<file path="src/rtl/load_store_unit.sv">
// load_store_unit
//   Sequences one RV64 load or store at a time onto a simple request/ack
//   data bus. Misaligned or illegal-funct3 accesses fault without touching
//   the bus. An access that gets no bus_ack within TIMEOUT request cycles
//   also faults. Load results are byte-extracted and then sign- or
//   zero-extended into a registered load_data.
//
//   Ports
//     clk_i, rst_i       clock, synchronous active-high reset
//     mem_op_valid_i     core access request; held stable while stall_o=1
//     mem_we_i           1 = store, 0 = load
//     mem_funct3_i       RV64 load/store funct3
//     mem_addr_i         byte address
//     mem_wdata_i        store data, LSB-justified
//     stall_o            freezes the core while an access is outstanding
//     load_data_o        extended load result (registered)
//     load_valid_o       one-cycle pulse on a successful load
//     fault_o            one-cycle pulse on misaligned/illegal/timed-out access
//     bus_req_o          bus request, held until bus_ack_i
//     bus_we_o           bus write enable
//     bus_addr_o         doubleword-aligned bus address
//     bus_wdata_o        store data shifted into its byte lane(s)
//     bus_wmask_o        byte enables (0 for loads)
//     bus_rdata_i        bus read data, valid with bus_ack_i
//     bus_ack_i          one-cycle completion strobe
//
//   state | meaning
//   ------+-----------------------------------------------------------
//   IDLE  | waiting for mem_op_valid_i; checks legality of the access
//   REQ   | bus request outstanding; counts cycles without bus_ack_i
//   DONE  | one cycle reporting load_valid_o / fault_o, then IDLE

module load_store_unit #(
    parameter int unsigned TIMEOUT = 255
) (
    input  logic        clk_i,
    input  logic        rst_i,
    input  logic        mem_op_valid_i,
    input  logic        mem_we_i,
    input  logic [2:0]  mem_funct3_i,
    input  logic [63:0] mem_addr_i,
    input  logic [63:0] mem_wdata_i,
    output logic        stall_o,
    output logic [63:0] load_data_o,
    output logic        load_valid_o,
    output logic        fault_o,
    output logic        bus_req_o,
    output logic        bus_we_o,
    output logic [63:0] bus_addr_o,
    output logic [63:0] bus_wdata_o,
    output logic [7:0]  bus_wmask_o,
    input  logic [63:0] bus_rdata_i,
    input  logic        bus_ack_i
);

    localparam logic [1:0] S_IDLE = 2'd0;
    localparam logic [1:0] S_REQ  = 2'd1;
    localparam logic [1:0] S_DONE = 2'd2;

    // The wait counter value seen in the last permitted REQ cycle.
    localparam logic [7:0] WAIT_LAST = 8'(TIMEOUT - 1);

    logic [1:0]  state_q,      state_d;
    logic [7:0]  wait_cnt_q,   wait_cnt_d;
    logic        bus_req_q,    bus_req_d;
    logic        bus_we_q,     bus_we_d;
    logic [63:0] bus_addr_q,   bus_addr_d;
    logic [63:0] bus_wdata_q,  bus_wdata_d;
    logic [7:0]  bus_wmask_q,  bus_wmask_d;
    logic [2:0]  funct3_q,     funct3_d;
    logic [2:0]  off_q,        off_d;
    logic [63:0] load_data_q,  load_data_d;
    logic        load_valid_q, load_valid_d;
    logic        fault_q,      fault_d;

    // Access decode for the request currently presented by the core.
    logic [2:0]  acc_off;
    logic        acc_illegal;
    logic        acc_misalign;
    logic [7:0]  lane_base;
    logic [7:0]  st_mask;
    logic [63:0] st_data;

    assign acc_off = mem_addr_i[2:0];

    always_comb begin
        acc_illegal = mem_we_i ? mem_funct3_i[2] : (mem_funct3_i == 3'b111);
        case (mem_funct3_i[1:0])
            2'd0: begin
                acc_misalign = 1'b0;
                lane_base    = 8'h01;
            end
            2'd1: begin
                acc_misalign = acc_off[0];
                lane_base    = 8'h03;
            end
            2'd2: begin
                acc_misalign = |acc_off[1:0];
                lane_base    = 8'h0F;
            end
            default: begin
                acc_misalign = |acc_off;
                lane_base    = 8'hFF;
            end
        endcase
    end

    assign st_mask = lane_base << acc_off;
    assign st_data = mem_wdata_i << {acc_off, 3'b000};

    // Load extraction uses the funct3/offset captured on REQ entry, so the
    // result does not depend on the core keeping its inputs stable in REQ.
    logic [63:0] ld_shift;
    logic [63:0] ld_ext;

    assign ld_shift = bus_rdata_i >> {off_q, 3'b000};

    always_comb begin
        case (funct3_q)
            3'b000:  ld_ext = {{56{ld_shift[7]}},  ld_shift[7:0]};
            3'b001:  ld_ext = {{48{ld_shift[15]}}, ld_shift[15:0]};
            3'b010:  ld_ext = {{32{ld_shift[31]}}, ld_shift[31:0]};
            3'b011:  ld_ext = ld_shift;
            3'b100:  ld_ext = {56'd0, ld_shift[7:0]};
            3'b101:  ld_ext = {48'd0, ld_shift[15:0]};
            3'b110:  ld_ext = {32'd0, ld_shift[31:0]};
            default: ld_ext = 64'd0;
        endcase
    end

    always_comb begin
        state_d      = state_q;
        wait_cnt_d   = wait_cnt_q;
        bus_req_d    = bus_req_q;
        bus_we_d     = bus_we_q;
        bus_addr_d   = bus_addr_q;
        bus_wdata_d  = bus_wdata_q;
        bus_wmask_d  = bus_wmask_q;
        funct3_d     = funct3_q;
        off_d        = off_q;
        load_data_d  = load_data_q;
        load_valid_d = 1'b0;
        fault_d      = 1'b0;

        case (state_q)
            S_IDLE: begin
                if (mem_op_valid_i) begin
                    if (acc_illegal || acc_misalign) begin
                        state_d = S_DONE;
                        fault_d = 1'b1;
                        if (!mem_we_i) begin
                            load_data_d = 64'd0;
                        end
                    end else begin
                        state_d     = S_REQ;
                        wait_cnt_d  = 8'd0;
                        bus_req_d   = 1'b1;
                        bus_we_d    = mem_we_i;
                        bus_addr_d  = {mem_addr_i[63:3], 3'b000};
                        bus_wdata_d = mem_we_i ? st_data : 64'd0;
                        bus_wmask_d = mem_we_i ? st_mask : 8'd0;
                        funct3_d    = mem_funct3_i;
                        off_d       = acc_off;
                    end
                end
            end
            S_REQ: begin
                if (bus_ack_i) begin
                    state_d   = S_DONE;
                    bus_req_d = 1'b0;
                    if (!bus_we_q) begin
                        load_data_d  = ld_ext;
                        load_valid_d = 1'b1;
                    end
                end else if (wait_cnt_q == WAIT_LAST) begin
                    state_d   = S_DONE;
                    bus_req_d = 1'b0;
                    fault_d   = 1'b1;
                    if (!bus_we_q) begin
                        load_data_d = 64'd0;
                    end
                end else begin
                    wait_cnt_d = wait_cnt_q + 8'd1;
                end
            end
            default: begin
                // DONE (and any unused encoding) returns to IDLE; the core's
                // request is deliberately not looked at here.
                state_d = S_IDLE;
            end
        endcase
    end

    always_ff @(posedge clk_i) begin
        if (rst_i) begin
            state_q      <= S_IDLE;
            wait_cnt_q   <= 8'd0;
            bus_req_q    <= 1'b0;
            bus_we_q     <= 1'b0;
            bus_addr_q   <= 64'd0;
            bus_wdata_q  <= 64'd0;
            bus_wmask_q  <= 8'd0;
            funct3_q     <= 3'd0;
            off_q        <= 3'd0;
            load_data_q  <= 64'd0;
            load_valid_q <= 1'b0;
            fault_q      <= 1'b0;
        end else begin
            state_q      <= state_d;
            wait_cnt_q   <= wait_cnt_d;
            bus_req_q    <= bus_req_d;
            bus_we_q     <= bus_we_d;
            bus_addr_q   <= bus_addr_d;
            bus_wdata_q  <= bus_wdata_d;
            bus_wmask_q  <= bus_wmask_d;
            funct3_q     <= funct3_d;
            off_q        <= off_d;
            load_data_q  <= load_data_d;
            load_valid_q <= load_valid_d;
            fault_q      <= fault_d;
        end
    end

    always_comb begin
        case (state_q)
            S_IDLE:  stall_o = mem_op_valid_i;
            S_REQ:   stall_o = 1'b1;
            default: stall_o = 1'b0;
        endcase
    end

    assign load_data_o  = load_data_q;
    assign load_valid_o = load_valid_q;
    assign fault_o      = fault_q;
    assign bus_req_o    = bus_req_q;
    assign bus_we_o     = bus_we_q;
    assign bus_addr_o   = bus_addr_q;
    assign bus_wdata_o  = bus_wdata_q;
    assign bus_wmask_o  = bus_wmask_q;

endmodule

</file>
<file path="config.mk">
export PLATFORM = sky130hd
export DESIGN_NAME = load_store_unit
export DESIGN_NICKNAME = d
export VERILOG_FILES = /design/src/rtl/load_store_unit.sv
export SDC_FILE = /design/constraint.sdc
export NUM_CORES = 1
export LEC_CHECK = 0
export ABC_AREA = 0
export BUFFER_PORTS_ARGS = -buffer_cell sky130_fd_sc_hd__buf_2
export CAP_MARGIN = 15
export CORE_AREA = 2 2 157 159
export CTS_CLUSTER_DIAMETER = 30
export DETAILED_ROUTE_END_ITERATION = 12
export DIE_AREA = 0 0 159 161
export GPL_ROUTABILITY_DRIVEN = 0
export MAX_ROUTING_LAYER = met4
export PLACE_DENSITY = 0.73
export SLEW_MARGIN = 20
export SYNTH_ARGS = -nofsm -noshare
export SYNTH_HDL_FRONTEND = slang
export SYNTH_SLANG_ARGS = --single-unit
</file>
<file path="constraint.sdc">
create_clock -name clk_i -period 5.71 [get_ports clk_i]
set_input_delay 0.2855 -clock clk_i [delete_from_list [all_inputs] [get_ports clk_i]]
set_output_delay 0.2855 -clock clk_i [all_outputs]
set_load 0.1 [all_outputs]
</file>
Yosys cells after proc, flatten, opt, wreduce, memory -nomap -nowiden
Cells that the tools add are included.
{ "word_totals": {"reg_bits": 217, "in_bits": 200, "output_inout_bits": 205, "word_cells": 87} }
{ "op_classes": {"n_addsub": 1, "eq_ne": 19, "shift": 3, "mux": 36, "bitwise_logic": 3, "n_reduce_logical": 13} }
{ "ops": {"columns": ["cell", "n"], "rows": [
  ["$mux W64", 8],
  ["$pmux W64 S7", 1],
  ["$pmux W64 S2", 1],
  ["$shl A64 B6 Y64", 1],
  ["$shr A64 B6 Y64", 1],
  ["$mux W8", 5],
  ["$pmux W8 S3", 1],
  ["$pmux W8 S2", 1],
  ["$ne A2 B2 Y1 const B", 7],
  ["$eq A3 B3 Y1 const B", 4],
  ["$mux W1", 10],
  ["$add A8 B1 Y8 const B", 1],
  ["$eq A8 B8 Y1 const B", 1],
  ["$mux W2", 4],
  ["$shl A8 B3 Y8", 1],
  ["$eq A3 B2 Y1 const B", 2],
  ["$pmux W1 S2", 3],
  ["$reduce_and A6 Y1", 1],
  ["$reduce_or A3 Y1", 2],
  ["$reduce_and A5 Y1", 1],
  ["$eq A2 B1 Y1 const B", 2],
  ["$logic_not A2 Y1", 2],
  ["$pmux W2 S2", 1],
  ["$reduce_and A4 Y1", 1],
  ["11 further kinds", 13]
]} }

Longest topological paths before layout
Gate-level depths: netlist of run 1.
{ "depth": {"depth_word": 6, "mapped_depth": 9, "mapped_depth_nobuf": 7} }

Worst setup path after synthesis of run 1
Ideal clock, no wire load.
{ "synth_path": {"path_kind": "register to register", "start": "register bus_we_q (netlist: bus_we_o)", "end": "register load_data_q[30] (netlist: load_data_o[30])", "setup_time_ns": 0.122, "arrival_ns": 2.094, "required_ns": 5.588, "path_slack_ns": 3.494, "stages_incl_launch_ff": 7, "path_buffers": 2, "period_less_slack_ns": 2.216, "path_cell_list": "dfxtp_1 -> nor3b_1 -> and2b_1 -> and3_1 -> clkbuf_1 -> clkbuf_1 -> a221o_1"} }
{ "synth_via": {"elab_chain_cells": 2} }
{ "synth_rtl": {"columns": ["element", "line", "source"], "rows": [
  ["from (decl)", "66", "logic bus_we_q, bus_we_d;"],
  ["from (signal assigned)", "212", "bus_we_q <= bus_we_d;"],
  ["$ne A2 B2 Y1 (no source line)", null, null],
  ["$reduce_and A6 Y1 (no source line)", null, null],
  ["to (signal assigned)", "218", "load_data_q <= load_data_d;"],
  ["to (decl)", "72", "logic [63:0] load_data_q, load_data_d;"]
]} }
Every way passes these cells.
A chain may end at the register's enable or synchronous reset.

Worst setup path in the final report of run 1
{ "layout_path": {"start": "register off_q[2]", "end": "register load_data_q[60] (netlist: load_data_o[60])"} }
{ "layout_via": {"elab_chain_cells": 5} }
{ "layout_rtl": {"columns": ["element", "line", "source"], "rows": [
  ["from (decl)", "71", "logic [2:0] off_q, off_d;"],
  ["from (signal assigned)", "204", "off_q <= 3'd0;"],
  ["from (signal assigned)", "217", "off_q <= off_d;"],
  ["$shr A64 B6 Y64", "116", "assign ld_shift = bus_rdata_i >> {off_q, 3'b000};"],
  ["$pmux W64 S7", "119", "case (funct3_q)"],
  ["$mux W64", "171", "if (!bus_we_q) begin"],
  ["$mux W64", "168", "if (bus_ack_i) begin"],
  ["$pmux W64 S2", "145", "case (state_q)"]
]} }
Every way passes these cells. The select of a mux whose other input is x is not followed.

==> results.ini, run 1 <==
[route]
wire_per_inst_um = 19.7
drtPass1Iterations = 6
via_per_inst = 5.71
vias = 11700
route.final.wire_length_mm = 40.4
drt_iter0_drc = 1211
drc = 0
ant_nets = 0

[critical_path]
reg2reg_slack_ps = 2490
worst_r2r_path_depth = 6
r2r-start = off_q[2]$_SDFFE_PP0P_
critPathKind = reg -> reg
endpoint_kind = flip-flop
r2r-end = load_data_o[60]$_SDFFE_PP0P_
max_stage_delay_ps = 1070
cp.arrival_ps = 3680
crit_family = flip-flops
crit_buf_inv = 0
cp_slowest_cell = dfxtp_2
crit_path_max_fanout = 45
crit_path_cell_trace = nand2b_1 -> or3b_1 -> o311ai_0 -> a211o_4 -> a21oi_1 -> o21ai_1
cp_data_required_time_ps = 6160
startpoint_type = flip-flop

[die]
die-area_mm2 = 0.0256
die_h_um = 161
fp.coreArea_mm2 = 0.0240
core.rowCount = 57
initial_core_util_pct = 46.2
ios = 405
fp.dieW_um = 159

[grt]
groute.usage.overall_pct = 30.9
grt_pass1_wl_mm = 61.6
antenna_found_initial = 5
grt_pass1_vias = 11400
overflow = 0
grt_max_degree = 98

[final_layout]
layout-drive-gt1-share_pct = 34.6
fin_util_pct = 64.0
post-route-cell-area_mm2 = 0.0153
area_delta_synth_final_pct = 38.6
final_cells = 2055
nNetsFinal = 1889

[clock_network]
cts-root-buf = clkbuf_16
clock-sinks = 217
cts_setup_buffers = 0
clockBufferDepth = 3
cts_tree = yes
path_clk_slew_ps = 60
cts_htree_levels = 2
cts.repair.resized = 0
clk_latency_ps = 550
cts_made_buffers = 50

[timing]
relSlewSlack_pct = 23.6
worstMarginPinSlew_ps = 1150
setup_viol = 0
finalCritPeriodShare_pct = 56.4
finalHoldViolations = 0
rsz0062_at_grt = false
slew_viol_final = 0
finalCriticalPeriod_ps = 3220
tns_ps = 0
fmax_mhz = 310
worst_clock_skew_ps = 35.5

[pwr]
power_uw = 5490
powerDensity_mw_per_mm2 = 358
vdd_drop_max_uv = 254
p_leak_uw = 0.00665

[hold_path]
holdCritStartpoint = mem_addr_i[5]
worstHoldPathType = in -> reg
min_path_cells = 3
min_to = bus_addr_o[5]$_SDFFE_PP0P_

[synth]
yosysMostFrequentCell = nand2_1
netlist_area_mm2 = 0.0111
synthCells = 1288
synthFlopType = dfxtp_1
synth_warnings = 0
synthTopCellsByCount = 245 x nand2_1, 217 x dfxtp_1, 141 x a21oi_1
synth_edf_count = 0
synth.distinct_cells = 60
avgSynthCellArea_um2 = 8.59
synth_area_leaders = dfxtp_1 39%, nand2_1 8.3%, mux4_2 7.5%, a21oi_1 6.4%, mux2i_1 6.3%
async_flop_share_pct = 0
synth_top_area_share_pct = 39.3
synth_top_cell_by_area = dfxtp_1
seq_area_frac_synth_pct = 39.3
ys_ff_latch = 217

[outcome]
status = finished, final reports clean

[placed_design]
dp_hpwl_mm = 26.9
post-place-cells = 1902
place_area_mm2 = 0.0130
port-buffer-count = 401

[run]
cap_violations = 0

[per-stage QoR]
step	setup slack (ps)	hold WS [ps]
3_5_place_dp	2310	433
2_1_floorplan	3490	411
5_1_grt	2450	12.6
4_1_cts	2600	0.973
6_report	2490	14.4
3_3_place_gp	2380	431
[cells in the final DEF, fill, tap and decap left out, types with 5 or more instances in the layout]
cell type / synthesis / routed
inv_1: 18 / 18
nor2b_1: 25 / 24
nor4_1: 6 / 6
xnor2_1: 5 / 5
clkinv_4: 0 / 5
a22oi_1: 27 / 27
a221o_1: 17 / 17
o22ai_1: 25 / 25
clkbuf_16: 0 / 50
a221oi_1: 8 / 8
inv_6: 0 / 5
nand2b_1: 6 / 6
clkinv_2: 0 / 8
clkinvlp_4: 0 / 6
mux2i_1: 70 / 70
nand2_1: 245 / 245
diode_2: 0 / 5
dfxtp_1: 217 / 214
nor3_1: 14 / 13
mux2_2: 32 / 32
a211oi_1: 16 / 16
nand3_1: 20 / 20
o21ai_0: 40 / 40
a21oi_2: 10 / 10
dlygate4sd3_1: 0 / 57
o21ai_1: 38 / 38
bufinv_16: 0 / 8
buf_2: 37 / 399
a22o_1: 15 / 15
mux4_2: 37 / 37
nor2_1: 83 / 81
a21oi_1: 141 / 141
buf_4: 10 / 13
[logic make-up after synthesis]
family	count (synthesis)	synth area share, %
other	1	0.0339
AOI/OAI and AO/OA	351	19.6
muxes	140	17.3
adders and majority gates	2	0.226
and+or+nand+nor	428	16.8
buffers and inverters	142	6.12
xor gates and xnor gates	7	0.554
DFF	217	39.3
[where the power goes]
| group | leakage (uW) | internal, uW | switching (uW) | total [uW] |
|---|---|---|---|---|
| registers | 0.00176 | 1560 | 34.5 | 1600 |
| logic | 0.00404 | 273 | 657 | 930 |
| clock network | 0.000848 | 2000 | 960 | 2960 |
[layout make-up]
class	instances	area [um^2]
Timing Repair Buffer	469	2670
Inverter	18	67.6
Fill cell	2040	8640
Clock inverter	36	463
Multi-Input combinational cell	931	6070
Tap cell	324	405
Clock buffer	55	1290
Sequential cell	217	4350
Antenna cell	5	12.5
[registers in the layout (all words and copies together), names as in the netlist]
register,cells
fault_o,1
off_q,3
state_q,2
load_data_o,64
bus_addr_o,61
bus_req_o,1
bus_we_o,1
load_valid_o,1
wait_cnt_q,8
funct3_q,3
bus_wmask_o,8
bus_wdata_o,64
[repair_timing]
action | CTS | global route
endpoints found under the hold margin | 56 | 1
hold buffers | 56 | 1
endpoints found under the setup margin | 0 | 0
[layer usage]
metal,track usage [%],part of all wire (%),up-vias
li1,-,-,5395
met1,35.0,37,5539
met2,51.5,49,680
met3,7.96,9.5,126
met4,14.0,4.4,0
met5,-,0,-
[worst max path at each step]
| stage | cells after the start | from | endpoint |
|---|---|---|---|
| 5_1_grt | 6 | off_q[2]$_SDFFE_PP0P_ | load_data_o[32]$_SDFFE_PP0P_ |
| 6_report | 6 | off_q[2]$_SDFFE_PP0P_ | load_data_o[60]$_SDFFE_PP0P_ |
| 4_1_cts | 6 | off_q[2]$_SDFFE_PP0P_ | load_data_o[60]$_SDFFE_PP0P_ |
| 2_1_floorplan | 6 | bus_we_o$_SDFFE_PP0P_ | load_data_o[30]$_SDFFE_PP0P_ |
| 3_5_place_dp | 7 | mem_addr_i[2] | bus_addr_o[56]$_SDFFE_PP0P_ |
| 3_3_place_gp | 7 | mem_addr_i[2] | bus_addr_o[48]$_SDFFE_PP0P_ |
[worst min-delay path, stage by stage]
cell and delay (ps):
buf_2 100, nand2_1 50, a21oi_1 50
Power figures use the tool's default switching activity.
==> run 2: changes to the inputs <==
--- a/config.mk
+++ b/config.mk
@@ -8,13 +8,12 @@
 export ABC_AREA = 0
 export BUFFER_PORTS_ARGS = -buffer_cell sky130_fd_sc_hd__buf_2
 export CAP_MARGIN = 15
-export CORE_AREA = 2 2 157 159
+export CORE_UTILIZATION = 45
 export CTS_CLUSTER_DIAMETER = 30
 export DETAILED_ROUTE_END_ITERATION = 12
-export DIE_AREA = 0 0 159 161
 export GPL_ROUTABILITY_DRIVEN = 0
 export MAX_ROUTING_LAYER = met4
-export PLACE_DENSITY = 0.73
+export PLACE_DENSITY = 0.74
 export SLEW_MARGIN = 20
 export SYNTH_ARGS = -nofsm -noshare
 export SYNTH_HDL_FRONTEND = slang
==> constraint.sdc (replaced) <==
create_clock -name clk_i -period 2.6 [get_ports clk_i]
set_input_delay 0.13 -clock clk_i [delete_from_list [all_inputs] [get_ports clk_i]]
set_output_delay 0.13 -clock clk_i [all_outputs]
set_load 0.1 [all_outputs]
==> run 2 against run 1 <==
Against the previous run:
- the flow now finishes with violations (hold timing)
- register-to-register slack worse by 2200 ps
- utilization is 1.9 points higher
- sequential cell count stayed put
- critical path depth is 1 higher
- combinational power is 130% higher
- sequential share of layout area is 1.1 points lower
- clock power is 130% higher
- non-clock buffer count is 47 higher
- clock skew is 11 ps lower
- global-route usage is 1.4 points higher
- critical path type unchanged
==> results.ini, run 2 (synthesized netlist as in run 1, its figures left out) <==
[outcome]
status = finished with violations  ; was finished, final reports clean
violations = hold timing

[route]
via_per_inst = 5.62  ; was 5.71
drc = 0  ; unchanged
vias = 11800  ; was 11700
wire_per_inst_um = 19.2  ; was 19.7 um
route.final.wire_length_mm = 40.5  ; was 40.4 mm
ant_nets = 0  ; unchanged
drtPass1Iterations = 5  ; was 6
drt_iter0_drc = 939  ; was 1211

[placed_design]
dp_hpwl_mm = 26.5  ; was 26.9 mm
port-buffer-count = 401  ; unchanged
dp_slack_ps = 261  ; was 2310 ps
post-place-cells = 1915  ; was 1902

[timing]
holdWs_ps = -2.59  ; was 14.4 ps
rsz0062_at_grt = false  ; unchanged
worst_clock_skew_ps = 24.5  ; was 35.5 ps
finalCritPeriodShare_pct = 88.1  ; was 56.4%
finalCriticalPeriod_ps = 2290  ; was 3220 ps
fmax_mhz = 437  ; was 310 MHz
setup_viol = 0  ; unchanged
slew_viol_final = 0  ; unchanged
relSlewSlack_pct = 36.7  ; was 23.6%
setup_slack_ps = 310  ; was 2490 ps
finalHoldViolations = 1  ; was 0
worstMarginPinSlew_ps = 940  ; was 1150 ps
tns_ps = 0  ; unchanged

[die]
fp.coreArea_mm2 = 0.0242  ; was 0.0240 mm^2
fp.dieW_um = 159  ; about the same
die-area_mm2 = 0.0252  ; was 0.0256 mm^2
ios = 405  ; unchanged
core.rowCount = 57  ; unchanged
die_h_um = 159  ; was 161 um
initial_core_util_pct = 45.6  ; was 46.2%

[pwr]
powerDensity_mw_per_mm2 = 782  ; was 358 mW/mm^2
switchingPower_uw = 3640  ; was 1650 uW
p_int_uw = 8850  ; was 3840 uW
vdd_drop_max_uv = 635  ; was 254 uV
pwr-share-seq_pct = 28.0  ; was 29.1%
p_leak_uw = 0.00693  ; was 0.00665 uW
switching_share_pct = 29.2  ; was 30.1%
power_frac_comb_pct = 16.9  ; about the same
p_clk_share_pct = 55.1  ; was 54.0%

[hold_path]
worstHoldPathType = in -> reg  ; unchanged

[final_layout]
area_delta_synth_final_pct = 44.3  ; was 38.6%
layout-drive-gt1-share_pct = 34.4  ; was 34.6%
n_fill_cell = 1874  ; was 2040
final_cell_mix = 399 x buf_2, 245 x nand2_1, 214 x dfxtp_1  ; unchanged
final_common_cell = buf_2  ; unchanged
final_cells = 2107  ; was 2055
nNetsFinal = 1938  ; was 1889

[critical_path]
crit_path_max_fanout = 32  ; was 45
crit_buf_inv = 1  ; was 0
endpoint_kind = flip-flop  ; unchanged
crit_path_cell_trace = buf_4 -> nand3b_1 -> o211ai_1 -> and3_1 -> a211o_4 -> a21oi_1 -> o21ai_1  ; was nand2b_1 -> or3b_1 -> o311ai_0 -> a211o_4 -> a21oi_1 -> o21ai_1
max_stage_delay_ps = 460  ; was 1070 ps
cp.arrival_ps = 2700  ; was 3680 ps
critPathKind = reg -> reg  ; unchanged
cp_data_required_time_ps = 3010  ; was 6160 ps
crit_family = compound AO/OA/AOI/OAI gates  ; was flip-flops
reg2reg_slack_ps = 310  ; was 2490 ps
startpoint_type = flip-flop  ; unchanged
cp_slowest_cell = dfxtp_2  ; unchanged

[clock_network]
cts_made_buffers = 52  ; was 50
clock-sinks = 217  ; unchanged
cts_tree = yes  ; unchanged
path_clk_slew_ps = 50  ; was 60 ps
clk_latency_ps = 540  ; was 550 ps
cts_htree_levels = 2  ; unchanged
cts_setup_buffers = 0  ; unchanged
clockBufferDepth = 3  ; unchanged
cts-root-buf = clkbuf_16  ; unchanged

[grt]
antenna_found_initial = 5  ; unchanged
met3_usage_pct = 8.07  ; was 7.96%
grt_pass1_wl_mm = 63.5  ; was 61.6 mm
grt_max_degree = 137  ; was 98
grt_use_met1_pct = 36.8  ; was 35.0%
busiest_layer = met2  ; unchanged
overflow = 0  ; unchanged
grt_pass1_vias = 11800  ; was 11400
groute.usage.overall_pct = 32.3  ; was 30.9%
grtUsageMet2_pct = 52.6  ; was 51.5%

[run]
cap_violations = 0  ; unchanged

-- run 2: cell count changes in the layout (fill, tap and decap cells not counted), moves of 2 or more --
| cell | change |
|---|---|
| buf_12 | +7 |
| buf_4 | +6 |
| clkbuf_1 | +4 |
| clkbuf_16 | +3 |
| clkbuf_8 | +2 |
| clkinv_2 | -5 |
| clkinv_4 | -3 |
| dlygate4sd3_1 | +34 |
| inv_6 | +7 |
| inv_8 | -3 |
-- run 2: area by class of cell --
cell class              instances  area [um^2]  area share [%]
clock buffers                  64         1410            8.82
well taps                     324          405            2.54
inverters                      18         67.6           0.423
repair buffers                516         3190            20.0
multi-input cells             931         6080            38.1
flip-flops and latches        217         4350            27.3
clock inverters                32          453            2.84
diodes                          5         12.5          0.0784
-- run 2: final timing paths --
path,start,to,depth (start not counted)
setup / recovery,off_q[1]$_SDFFE_PP0P_,load_data_o[35]$_SDFFE_PP0P_,7
hold / removal,mem_addr_i[0],off_q[0]$_SDFFE_PP0P_,3
setup reg to reg,off_q[1]$_SDFFE_PP0P_,load_data_o[35]$_SDFFE_PP0P_,7
hold reg to reg,load_data_o[52]$_SDFFE_PP0P_,load_data_o[52]$_SDFFE_PP0P_,2
-- run 2: repair_timing --
| item | in CTS | in global routing |
|---|---|---|
| endpoints found under the hold margin | 100 | 0 |
| endpoints found under the setup margin | 0 | 1 |
| hold buffers | 91 | 0 |
| resized for setup | 0 | 1 |
-- run 2: per-stage QoR --
step	util [%]	hold slack [ps]	instance area [um^2]	total power (uW)
after floorplan	-	256	11100	5020
final	65.8	-2.59	16000	12500
after global placement	54.3	370	13200	5490
after detailed placement	54.3	376	13200	5510
after CTS	65.8	10.5	15900	12500
after global routing	65.8	5.75	16000	12900
-- run 2: routing by layer --
metal,wire (um),part of all wire [%],up-vias
met5,0,0,-
met1,15300,38,5559
met2,19500,48,667
li1,-,-,5485
met3,3840,9.5,132
met4,1810,4.5,0
-- run 2: power by group through the flow --
stage	clock (uW)	combinational [uW]	sequential [uW]
floorplan	0	880	4140
CTS	6930	2080	3490
detailed placement	0	1960	3550
finish	6880	2110	3500
global placement	0	1940	3550
global route	7130	2220	3500
-- run 2: worst register-to-register path: stages (launching register included) --
cell      delay, ps
dfxtp_2         460
buf_4           400
nand3b_1        190
o211ai_1        150
and3_1          200
a211o_4         440
a21oi_1         250
o21ai_1          70
